## config.mk

```make
export PLATFORM = sky130hd
export DESIGN_NAME = sha256_padder
export DESIGN_NICKNAME = d
export VERILOG_FILES = /design/src/rtl/sha256_pkg.sv /design/src/rtl/sha256_padder.sv
export SDC_FILE = /design/constraint.sdc
export NUM_CORES = 1
export LEC_CHECK = 0
export BUFFER_PORTS_ARGS = -buffer_cell sky130_fd_sc_hd__buf_2
export CORE_AREA = 10 10 220 222
export CTS_CLUSTER_DIAMETER = 150
export DETAILED_ROUTE_END_ITERATION = 8
export DIE_AREA = 0 0 230 232
export GPL_TIMING_DRIVEN = 1
export PLACE_DENSITY_LB_ADDON = 0.05
export SYNTH_ARGS = -nofsm -noshare
export SYNTH_HDL_FRONTEND = slang
export SYNTH_SLANG_ARGS = --single-unit
```

## constraint.sdc

```tcl
create_clock -name mem_clk -period 3.6 [get_ports mem_clk]
set_input_delay 0.18 -clock mem_clk [delete_from_list [all_inputs] [get_ports mem_clk]]
set_output_delay 0.18 -clock mem_clk [all_outputs]
set_load 0.02 [all_outputs]
```

## src/rtl/sha256_pkg.sv

```systemverilog
`default_nettype none
// ---------------------------------------------------------------------------
// sha256_pkg : shared FSM states, padding constant and block-count helper. Rev 1.0
// ---------------------------------------------------------------------------
package sha256_pkg;

  typedef enum logic [1:0] {
    S_IDLE  = 2'd0,
    S_FETCH = 2'd1,
    S_EMIT  = 2'd2
  } state_t;

  localparam logic [31:0] PAD_WORD = 32'h8000_0000;

  // Message words plus the pad word and the two length words must fit.
  function automatic int unsigned num_blocks(input int unsigned n_words);
    return (n_words + 2) / 16 + 1;
  endfunction

endpackage
`default_nettype wire

```

## src/rtl/sha256_padder.sv

```systemverilog
`default_nettype none
// ---------------------------------------------------------------------------
// sha256_padder : reads a fixed-length message from memory and emits padded
// 512-bit SHA-256 blocks through a valid/ready handshake.          Rev 1.0
// ---------------------------------------------------------------------------
module sha256_padder
  import sha256_pkg::*;
#(
  parameter int NUM_OF_WORDS = 20
) (
  input  logic         mem_clk,
  input  logic         reset_n,
  input  logic         start,
  input  logic [15:0]  message_addr,
  output logic         done,
  output logic [15:0]  mem_addr,
  output logic         mem_we,
  input  logic [31:0]  mem_read_data,
  output logic         blk_valid,
  input  logic         blk_ready,
  output logic [511:0] blk_data,
  output logic         blk_last,
  output logic [7:0]   blk_index
);

  localparam int unsigned NB       = num_blocks(NUM_OF_WORDS);
  localparam logic [7:0]  LAST_B   = 8'(NB - 1);
  localparam logic [15:0] N16      = 16'(NUM_OF_WORDS);
  localparam logic [31:0] LEN_BITS = 32'(NUM_OF_WORDS * 32);

  state_t      r_state;
  logic [7:0]  r_b;
  logic [4:0]  r_k;
  logic [31:0] r_words [16];

  logic [15:0] w_g;
  logic [15:0] w_gp;
  logic [3:0]  w_wi;
  logic        w_last_blk;

  assign w_g        = {4'd0, r_b, 4'd0} + {11'd0, r_k};
  assign w_gp       = w_g - 16'd1;
  assign w_wi       = r_k[3:0] - 4'd1;
  assign w_last_blk = (r_b == LAST_B);

  function automatic logic [31:0] word_src(input logic [15:0] gp,
                                           input logic        is_len,
                                           input logic [31:0] rd);
    if (gp < N16)       return rd;
    else if (gp == N16) return PAD_WORD;
    else if (is_len)    return LEN_BITS;
    else                return 32'd0;
  endfunction

  always_ff @(posedge mem_clk or negedge reset_n) begin
    if (!reset_n) begin
      r_state <= S_IDLE;
      r_b     <= 8'd0;
      r_k     <= 5'd0;
      for (int i = 0; i < 16; i++) r_words[i] <= 32'd0;
    end else begin
      case (r_state)
        S_IDLE: begin
          if (start) begin
            r_state <= S_FETCH;
            r_b     <= 8'd0;
            r_k     <= 5'd0;
          end
        end
        S_FETCH: begin
          // Read data lags the address by one cycle, so cycle k stores word k-1.
          if (r_k != 5'd0)
            r_words[w_wi] <= word_src(w_gp, (w_wi == 4'd15) && w_last_blk, mem_read_data);
          if (r_k == 5'd16) begin
            r_state <= S_EMIT;
          end else begin
            r_k <= r_k + 5'd1;
          end
        end
        S_EMIT: begin
          if (blk_ready) begin
            if (w_last_blk) begin
              r_state <= S_IDLE;
            end else begin
              r_state <= S_FETCH;
              r_b     <= r_b + 8'd1;
              r_k     <= 5'd0;
            end
          end
        end
        default: r_state <= S_IDLE;
      endcase
    end
  end

  always_comb begin
    mem_addr = 16'd0;
    if (r_state == S_FETCH) begin
      mem_addr = message_addr;
      if ((r_k <= 5'd15) && (w_g < N16)) mem_addr = message_addr + w_g;
    end
  end

  always_comb begin
    blk_data = '0;
    for (int i = 0; i < 16; i++) blk_data[511 - 32*i -: 32] = r_words[i];
  end

  assign done      = (r_state == S_IDLE);
  assign blk_valid = (r_state == S_EMIT);
  assign blk_last  = blk_valid && w_last_blk;
  assign blk_index = r_b;
  assign mem_we    = 1'b0;

endmodule
`default_nettype wire

```

==> run metrics <==
TNS Setup=-0.1275 ns; Unique masters post-synth=65; CTS Buf Count=54; critical path launch point=r_k[4]; largest net degree at the start of global routing=95; type of the tightest min-delay check=in -> reg; Hold Path Cell Cnt=3; LEAKAGE=13.80 nW; Register-to-Register Path Depth=10; Final ANT Viol Nets=0; placed cell area=0.02423 mm^2; Layout area overhead=29.80%; IO buf count=590; Fin. Hold Viols=0; grt ovf=0; initial antenna violation count=1; Setup crit start kind=register; via count=16800; Worst EP arrival=3.52 ns; CP Capture Type=output port; Worst Path Required=3.42 ns; post-synthesis sequential area ratio=64.48%; Worst Setup Slack, final=-0.09788 ns; core area=0.04393 mm^2; Mapped Avg Cell Area=10.12 um^2; Final Cell Area=0.02655 mm^2; # DRC=0; R2R Path End=blk_data[394]; max_cap viols=0; Hold Path End=blk_index[2]; worst path bufs/invs=1; worst r2r src=r_k[4]; Final HPWL DP=55290 um; Reg clk slew, reported paths=0.07 ns; CTS tree=built; CP max stage cell=or4_4; RSZ-0062 raised after global routing=yes; max incr delay on CP=0.50 ns; Layout fillers=3779; Slew Limit Fails=0; Worst Clk Skew=0.01258 ns; Inserted Diodes=0; Core Util, Final=60.43%; first-pass GRT wire length=111000 um; worst skew pair latency=0.60 ns; critical path's top delay family=simple AND/OR/NAND/NOR gates; via count of the first global-routing pass=16580; Post-synth EDFFs=0; Syn Nets=2097; gr usage total=27.27%; CP dominant cell by count=ha_4; Post-Syn Instances=2020; routability congestion estimate=0.8938; Die W=230 um; async set or reset register ratio after synthesis=100.0%; share of layout cells above drive strength 1=32.09%; Pwr Density=1154 mW/mm^2; Critical Path Fanout Max=3; min cycle time layout=3.698 ns; drt wl/cell=23.13 um; Worst Hold Launch=start; Vias/cell=5.187; count of state elements after synthesis=527; Main synth FF type=dfrtp_1; Worst Max-Slew Pin Slew=1.140 ns; Yosys warning total=0; fmax=270.4 MHz; worst hold slack=0.03861 ns; Clock Tree Root=clkbuf_16; final worst path period share=102.7%; Slew Limit Headroom=23.02%; Ports=592; DRC violation total after the first TritonRoute iteration=1351; status=finished with violations; Sink Count=527; CTS Buffer Depth=3; drt pass-1 iters=6; Critical Path, Cell by Cell=ha_4 -> nand3_2 -> o21a_1 -> or2_4 -> ha_4 -> nand3_4 -> o41ai_4 -> a31oi_2 -> or4_4 -> a21oi_2 -> buf_4; final net count=2678; die extent in y=232 um; Core Rows=77; failing checks=negative setup slack; CTS HTree Levels=2; kind of critical path=reg -> out; reg2reg setup slack=0.16 ns; maximum VDD drop=0.0008046 V; final WL=74900 um; Final setup viols=2; initial core utilization=46.55%; Post-Syn Area=0.02045 mm^2; Die Area=0.05336 mm^2
==> worst min-delay path: cells and delay by family <==
| kind | cells | cell delay, ns |
|---|---|---|
| buffers and inverters | 1 | 0.11 |
| AND/OR/NAND/NOR | 2 | 0.31 |
==> timing repair <==
action	CTS	global route
setup buffers	8	12
endpoints found under the hold margin	101	0
hold buffers	7	0
pin swaps	8	10
setup endpoints to repair	6	24
resized for setup	24	35
==> layer usage <==
metal	wire (um)	global-route usage, %	vias up
li1	-	-	7895
met1	29490	32.92	8199
met2	35960	44.55	576
met3	6860	9.980	124
met4	2578	9.250	2
met5	13	0	-
==> logic make-up after synthesis <==
family                     count (synthesis)  synth area share [%]
AOI/OAI and AO/OA                        576                 15.02
xor gates and xnor gates                  20                0.8565
adders and majority gates                 25                 1.566
buffers and inverters                    181                 3.597
DFF                                      527                 64.48
muxes                                     26                 1.395
other                                      1               0.01834
and+or+nand+nor                          664                 13.07
==> cells in the final DEF, fill, tap and decap left out, types with 16 or more instances in the layout <==
cell type	instances
buf_2	584
buf_4	73
clkbuf_1	16
clkbuf_16	55
clkbuf_8	16
dfrtp_1	522
ha_1	18
inv_1	23
mux2_2	17
nand2_1	544
nor2_1	35
o21ai_0	500
==> cell usage after synthesis (8+ instances only) <==
| cell type | instances | area, um^2 |
|---|---|---|
| buf_1 | 8 | 30.03 |
| nand2_1 | 559 | 2098 |
| nor3_1 | 9 | 45.04 |
| dfrtp_1 | 527 | 13190 |
| clkbuf_2 | 10 | 50.05 |
| nand2b_1 | 9 | 56.30 |
| mux2_2 | 17 | 191.4 |
| o21ai_0 | 501 | 2507 |
| mux2i_1 | 8 | 80.08 |
| inv_1 | 24 | 90.09 |
| nand3_1 | 12 | 60.06 |
| xor2_1 | 9 | 78.83 |
| a21oi_1 | 17 | 85.08 |
| nor2_1 | 35 | 131.4 |
| ha_1 | 24 | 300.3 |
| o21ai_2 | 10 | 87.58 |
| xnor2_1 | 11 | 96.34 |
| clkbuf_1 | 128 | 480.5 |
==> state kept, by name, summed over array words and instances (netlist names) <==
signal	count
blk_data	512
blk_index	8
r_k	5
r_state	2
==> how the worst max path moves through the flow <==
stage	endpoint	slack [ns]	depth (start not counted)
3_3_place_gp	mem_addr[15]	0.26	11
6_report	mem_addr[15]	-0.1	11
5_1_grt	mem_addr[15]	-0.26	11
3_5_place_dp	blk_data[239]	0.14	10
4_1_cts	mem_addr[15]	-0.07	11
2_1_floorplan	mem_addr[15]	0.09	10
==> power by group <==
| group | total (W) | leakage [nW] | internal [W] | switching [W] |
|---|---|---|---|---|
| clock | 0.00566 | 0.887 | 0.00330 | 0.00236 |
| sequential | 0.0100 | 6.71 | 0.00840 | 0.00161 |
| combinational | 0.0150 | 6.20 | 0.00422 | 0.0108 |
==> stage by stage <==
| step | cells | total power (W) | setup slack, ns |
|---|---|---|---|
| final | 3238 | 0.03064 | -0.09788 |
| after global routing | 3238 | 0.03252 | -0.2570 |
| after CTS | 3226 | 0.03069 | -0.06959 |
| after detailed placement | 3110 | 0.02495 | 0.1381 |
| after global placement | 3110 | 0.02466 | 0.2619 |
| after floorplan | 2020 | 0.01818 | 0.08702 |
==> cell type report <==
cell class	instances	area, um^2	share of cell area [%]
clock buffers	87	1657	6.240
clock inverters	14	153.9	0.5797
inverters	24	90.09	0.3394
multi-input cells	1312	6833	25.74
flip-flops and latches	527	13190	49.70
well taps	592	740.7	2.790
repair buffers	682	3879	14.61
Power figures use the tool's default switching activity.
